===== config.mk =====
export PLATFORM = sky130hd
export DESIGN_NAME = hex_word_uart_tx
export DESIGN_NICKNAME = d
export VERILOG_FILES = /design/src/rtl/hex_word_uart_tx.sv
export SDC_FILE = /design/constraint.sdc
export NUM_CORES = 1
export LEC_CHECK = 0
export ABC_AREA = 1
export CORE_MARGIN = 8
export CORE_UTILIZATION = 45
export DETAILED_ROUTE_END_ITERATION = 12
export MAX_ROUTING_LAYER = met4
export PLACE_DENSITY = 0.65
export SYNTH_ARGS = -nofsm -noshare
export SYNTH_HDL_FRONTEND = slang
export SYNTH_SLANG_ARGS = --single-unit

===== constraint.sdc =====
create_clock -name CK_i -period 2.31 [get_ports CK_i]
set_clock_uncertainty 0.05 [all_clocks]
set_input_delay 0.3465 -clock CK_i [delete_from_list [all_inputs] [get_ports CK_i]]
set_output_delay 0.3465 -clock CK_i [all_outputs]
set_load 0.005 [all_outputs]

===== src/rtl/hex_word_uart_tx.sv =====
// Sends a C_WIDTH-bit word as uppercase ASCII hex followed by CR LF over a UART line.
// Define HEX_WORD_UART_TX_PARITY_EN to append an even-parity bit to every character.
module hex_word_uart_tx #(
  parameter int C_FCK         = 48_000_000,
  parameter int C_BAUD_RATE   = 19_200,
  parameter int C_WIDTH       = 32,
  parameter int C_STOP_BITS   = 1,
  parameter int C_AUTO_REPEAT = 0
) (
  input  logic               CK_i,
  input  logic               XARST_i,
  input  logic               CK_EE_i,
  input  logic [C_WIDTH-1:0] DAT_i,
  input  logic               REQ_i,
  output logic               ACK_o,
  output logic               BUSY_o,
  output logic               DONE_o,
  output logic               TXD_o
);

  localparam int C_DIV_LEN = C_FCK / C_BAUD_RATE;
`ifdef HEX_WORD_UART_TX_PARITY_EN
  localparam int C_PAR = 1;
`else
  localparam int C_PAR = 0;
`endif
  localparam int C_FRAME = 9 + C_PAR + C_STOP_BITS;
  localparam int C_NCHR  = C_WIDTH / 4 + 2;
  localparam int C_PW    = $clog2(C_DIV_LEN);
  localparam int C_CW    = $clog2(C_NCHR);

  localparam logic [C_PW-1:0] C_PRE_LAST = C_PW'(C_DIV_LEN - 1);
  localparam logic [3:0]      C_BIT_LAST = 4'(C_FRAME - 1);
  localparam logic [C_CW-1:0] C_CHR_LAST = C_CW'(C_NCHR - 1);

  typedef enum logic {S_IDLE, S_SEND} state_t;

  state_t             r_state;
  logic [C_WIDTH-1:0] r_word;
  logic [C_PW-1:0]    r_pre;
  logic [3:0]         r_bit;
  logic [C_CW-1:0]    r_chr;
  logic               r_txd;
  logic               r_ack;
  logic               r_busy;
  logic               r_done;

  // Character idx of the message: hex digits MSB nibble first, then CR, then LF.
  function automatic logic [7:0] charOf(input logic [C_WIDTH-1:0] word,
                                        input logic [C_CW-1:0] idx);
    logic [C_WIDTH-1:0] sh;
    logic [3:0]         nib;
    if (idx == C_CW'(C_NCHR - 2)) return 8'h0D;
    if (idx == C_CW'(C_NCHR - 1)) return 8'h0A;
    sh  = word >> (C_WIDTH - 4 - 4 * int'(idx));
    nib = sh[3:0];
    return (nib < 4'd10) ? {4'h3, nib} : (8'h37 + {4'h0, nib});
  endfunction

  // Line level for frame position b: start, data LSB first, optional parity, stops.
  function automatic logic bitOf(input logic [7:0] ch, input logic [3:0] b);
    logic [2:0] k;
    k = 3'(b - 4'd1);
    if (b == 4'd0) return 1'b0;
    if (b <= 4'd8) return ch[k];
    if (C_PAR != 0 && b == 4'd9) return ^ch;
    return 1'b1;
  endfunction

  // TXD is registered from the next bit position so it changes exactly on the bit edge.
  always_ff @(posedge CK_i or negedge XARST_i) begin
    if (!XARST_i) begin
      r_state <= S_IDLE;
      r_word  <= '0;
      r_pre   <= '0;
      r_bit   <= '0;
      r_chr   <= '0;
      r_txd   <= 1'b1;
      r_ack   <= 1'b0;
      r_busy  <= 1'b0;
      r_done  <= 1'b0;
    end else begin
      r_ack  <= 1'b0;
      r_done <= 1'b0;
      if (CK_EE_i) begin
        case (r_state)
          S_IDLE: begin
            if (REQ_i || C_AUTO_REPEAT != 0) begin
              r_word  <= DAT_i;
              r_state <= S_SEND;
              r_pre   <= '0;
              r_bit   <= '0;
              r_chr   <= '0;
              r_txd   <= 1'b0;
              r_ack   <= 1'b1;
              r_busy  <= 1'b1;
            end
          end
          S_SEND: begin
            if (r_pre == C_PRE_LAST) begin
              r_pre <= '0;
              if (r_bit == C_BIT_LAST) begin
                r_bit <= '0;
                if (r_chr == C_CHR_LAST) begin
                  r_chr   <= '0;
                  r_state <= S_IDLE;
                  r_busy  <= 1'b0;
                  r_done  <= 1'b1;
                  r_txd   <= 1'b1;
                end else begin
                  r_chr <= r_chr + 1'b1;
                  r_txd <= 1'b0;
                end
              end else begin
                r_bit <= r_bit + 4'd1;
                r_txd <= bitOf(charOf(r_word, r_chr), r_bit + 4'd1);
              end
            end else begin
              r_pre <= r_pre + 1'b1;
            end
          end
          default: r_state <= S_IDLE;
        endcase
      end
    end
  end

  assign ACK_o  = r_ack;
  assign BUSY_o = r_busy;
  assign DONE_o = r_done;
  assign TXD_o  = r_txd;

endmodule


-- After elaboration in Yosys (flattened, before gate mapping)
Index checks and enable logic that the tools add are counted.
- output and inout port bits: 4
- register bits after elaboration: 57
- memories kept: 0
- bits of input ports: 36
- logic and storage cells: 102
- bits in writable memories: 0
- ROM bits: 0
- latch bits: 0
- reduce and logical (&&, ||, !) cells: 6
- mux-type cells: 68
- shift-type cells: 1
- bitwise logic cells: 1
- equality and inequality tests: 8
- $add $sub $neg: 6
- magnitude comparators: 3
- $mul: 0
- div/mod/pow operators: 0
- operators with widths (cell ; count):
    $mux W8 ; 8
    $mux W1 ; 44
    $shr A32 B32 Y4 ; 1
    $mux W12 ; 2
    $mux W4 ; 6
    $pmux W12 S2 ; 1
    $pmux W4 S2 ; 2
    $add A12 B1 Y12 const B ; 1
    $eq A12 B12 Y1 const B ; 1
    $eq A4 B4 Y1 const B ; 3
    $add A4 B1 Y4 const B ; 2
    $add A6 B4 Y7 const A ; 1
    $mux W7 ; 1
    $sub A5 B6 Y7 const A ; 1
    $ne A2 B1 Y1 const B ; 3
    $pmux W1 S2 ; 3
    $reduce_and A3 Y1 ; 2
    $reduce_and A5 Y1 ; 1
    $le A4 B4 Y1 const B ; 1
    $logic_not A4 Y1 ; 1
    $lt A3 B4 Y1 const B ; 1
    $lt A4 B4 Y1 const B ; 1
    $reduce_and A4 Y1 ; 1
    $bmux W1 S3 ; 1
    other kinds (4) ; 4

-- Depth between registers and ports, before layout
- depth after elaboration: 25
- depth in mapped cells: 20
- mapped depth without buffers: 19

-- Least setup slack after synthesis
OpenSTA, ideal clock, no wires.
- path type: reg-to-reg
- start: register r_chr[0]
- end: register r_txd (netlist: TXD_o)
- required time: 2.199 ns
- data arrival time: 1.834 ns
- setup time: 0.061 ns
- period minus slack after synthesis: 1.945 ns
- path buffers: 1
- setup slack: 0.365 ns
- stages on the path, launching flop included: 19
- cells stage by stage: dfrtp_1 buf_2 nor2_1 nor2_1 nand2_1 nand3_1 nand2_1 nor2_1 inv_1 ha_1 inv_1 nand3_1 a21oi_1 a21oi_1 nand2_1 nand2_1 nand2_1 nand2_1 nand2_1
- longest elaborated chain between the ends: 21
- elaborated cells on any way between the ends: 33
- classes of those cells: 2 x add/sub; 1 x order compare; 2 x eq/ne; 1 x shift; 27 x mux
- RTL lines (what ; RTL line ; RTL):
    start, declared ; 42 ; logic [C_CW-1:0] r_chr;
    start signal, assigned ; 111 ; r_chr <= r_chr + 1'b1;
    parallel branches: the longest is 18 deep, another holds $sub A5 B6 Y7 ; - ;
    $mux W1 (*) ; 102 ; if (r_bit == C_BIT_LAST) begin
    $mux W1 (*) ; 100 ; if (r_pre == C_PRE_LAST) begin
    $pmux W1 S2 (*) ; 86 ; case (r_state)
    end signal, assigned ; 116 ; r_txd <= bitOf(charOf(r_word, r_chr), r_bit + 4'd1);
    end, declared ; 43 ; logic r_txd;
Mark *: on every way between the ends. The select of a mux whose other input is x is not followed.
A chain may end at the register's enable or synchronous reset.

-- Worst setup path in the final report
Ends and elaborated chain as after synthesis.

==> impl_metrics.tcl <==
set metrics [dict create \
    io_pins 40 \
    htreeDepth 3 \
    tightest_slew_ps 612.5 \
    antenna_cells 0 \
    synth_enable_flop_cells 0 \
    finalCriticalPeriod_ps 2053 \
    vias 2606 \
    cp.required_ps 2540 \
    initial_core_util_pct 45.74 \
    post_synth.cell_area_avg_um2 7.588 \
    cp.arrival_ps 2280 \
    clock_sinks 57 \
    first_pass_iters 4 \
    numPortBuffers 39 \
    dieArea_um2 9729 \
    path_clk_slew_ps 60 \
    nNetsFinal 494 \
    cts_tree "done" \
    timing.fmax_mhz 487.1 \
    grt_max_degree 30 \
    layout-drive-gt1-share_pct 8.791 \
    path_max_fanout 20 \
    outcome "complete, no violations" \
    yosys.area.top_type_share_pct 45.60 \
    post-route-period-util_pct 88.86 \
    synthCells 405 \
    ctsRootBufferMaster "clkbuf_8" \
    synth.area.top_cells "dfrtp_1, nand2_1, inv_1, o21ai_0, nand3_1" \
    mappedNetlistNets 448 \
    critPathKind "reg -> reg" \
    synth_warnings 0 \
    synth_ff_type "dfrtp_1" \
    setup_violations 0 \
    row_count 30 \
    setup_tns_ps 0 \
    max_cap_viol_count 0 \
    route.detailed.drc 0 \
    coreArea_um2 6719 \
    start_kind "register" \
    ir_worst_vdd_v 0.0003015 \
    synth_top_cell_by_area "dfrtp_1" \
    grtUsageTotal_pct 15.48 \
    final_common_cell "nand2_1" \
    gr-total-overflow 0 \
    cts_made_buffers 9 \
    ys_seq_elements 57 \
    yosysSeqAreaShare_pct 46.46 \
    power_density_nw_per_um2 641.6 \
    wl_per_cell_um 12.33 \
    vias_per_cell 4.871 \
    netlist_area_um2 3073 \
    timing_hold_violations_final 0 \
    dieWidth_um 98.64 \
    drt_iter0_markers 81 \
    postLayoutCoreUtil_pct 56.18 \
    clk_latency_ps 330 \
    ant_nets 0 \
    dp_hpwl_um 5076 \
    clock_path_buffers 2 \
    drv_slew 0 \
    antenna_found_initial 0 \
    worst_setup_path_end_kind "register" \
    most-common-layout-cells "nand2_1, dfrtp_1, inv_1" \
    grt_pass1_vias 2640 \
    rsz0062_at_grt "false" \
    gp_congestion 0.8757 \
    grt_pass1_wl_um 11970 \
    yosysUniqueCellTypes 33 \
    wirelength_um 6597 \
    min_path_type "reg -> reg" \
    power_leakage_nw 1.857 \
    ys_async_sr_fraction_pct 100.0 \
    area_delta_synth_final_pct 22.84 \
    slew_headroom_pct 59.17 \
    die_h_um 98.64 \
]
worst max-delay path, stage by stage (launching register included):
cell	delay (ps)
dfrtp_1	440
buf_6	190
nand2_1	70
o211ai_1	70
nand3_1	70
nand2_1	50
nor2_1	120
inv_1	80
ha_1	270
inv_1	60
nand3_1	70
a21oi_1	150
a21oi_1	50
nand2_1	60
nand2_1	40
nand2_1	60
nand2_1	40
nand2_1	60
timing repair:
action                     in CTS  in global routing
gates resized for setup         0                  2
hold buffers                    1                  0
hold endpoints to repair       25                  0
setup buffers                   0                  0
setup endpoints to repair       0                  1
cell type report:
class | count | area [um2]
Multi-Input combinational cell | 278 | 1376
Sequential cell | 57 | 1428
Fill cell | 639 | 2944
Clock inverter | 3 | 40.04
Timing Repair Buffer | 48 | 459.2
Tap cell | 80 | 100.1
Inverter | 57 | 216.5
Clock buffer | 12 | 155.1
final timing paths:
| kind | start | slack (ps) | depth (start not counted) | endpoint |
|---|---|---|---|---|
| max in group asynchronous | XARST_i | 1020 | 3 | r_chr[0]$_DFFE_PN0P_ |
| worst max register to register | r_chr[0]$_DFFE_PN0P_ | 260 | 17 | TXD_o$_DFFE_PN1P_ |
| min in group asynchronous | XARST_i | 500 | 2 | r_pre[8]$_DFFE_PN0P_ |
| worst min-delay path | r_word[20]$_DFFE_PN0P_ | 420 | 2 | r_word[20]$_DFFE_PN0P_ |
| worst min register to register | r_word[20]$_DFFE_PN0P_ | 420 | 2 | r_word[20]$_DFFE_PN0P_ |
| worst max-delay path | r_chr[0]$_DFFE_PN0P_ | 260 | 17 | TXD_o$_DFFE_PN1P_ |
Yosys cell counts, types with 2 or more instances:
library cell	n
buf_2	2
inv_2	3
nor2_1	31
nor2_4	2
nor4_1	2
nand3_1	33
nand3_2	2
ha_1	7
nor3_1	12
a211oi_1	2
inv_1	53
a21oi_1	10
nand2_1	120
dfrtp_1	56
xor2_1	7
nand2_2	2
o22ai_1	2
nor2_2	2
o21ai_0	35
clkbuf_1	9
report_power, final:
group / internal (W) / switching, W / total (W)
registers: 0.00108 / 0.0000561 / 0.00114
clock network: 0.000547 / 0.000378 / 0.000925
logic: 0.000160 / 0.000201 / 0.000360
total: 0.00179 / 0.000635 / 0.00242
state kept, by name (all words and copies together) (netlist names), 4 cells and up:
signal  count
r_word     32
r_bit       4
r_pre      12
r_chr       4
layer usage:
layer	vias up	GRT usage, %	part of all wire [%]
li1	1365	-	-
met1	1191	19.08	49
met2	43	23.97	46
met3	7	4.440	3.4
met4	0	4.959	1.2
met5	-	-	0
cells by family after synthesis:
group,share of synthesized area (%)
buffers and inverters,8.998
adder cells (fa/ha/maj),2.850
flip-flops,46.46
AND/OR/NAND/NOR,30.37
XOR/XNOR,2.280
AO/OA/AOI/OAI,9.039
stage by stage:
step | cells | instance area (um2) | hold WS (ps) | power [W] | worst slack (ps)
after floorplan | 405 | 3073 | 0.9089 | 0.001369 | 365.4
after global placement | 519 | 3563 | 346.6 | 0.001507 | 285.8
after detailed placement | 519 | 3563 | 343.7 | 0.001512 | 221.4
after CTS | 535 | 3769 | 424.8 | 0.002452 | 242.4
after global routing | 535 | 3775 | 447.6 | 0.002567 | 2.071
final | 535 | 3775 | 418.6 | 0.002422 | 257.2
No activity file was read; power rests on OpenSTA's default activity.
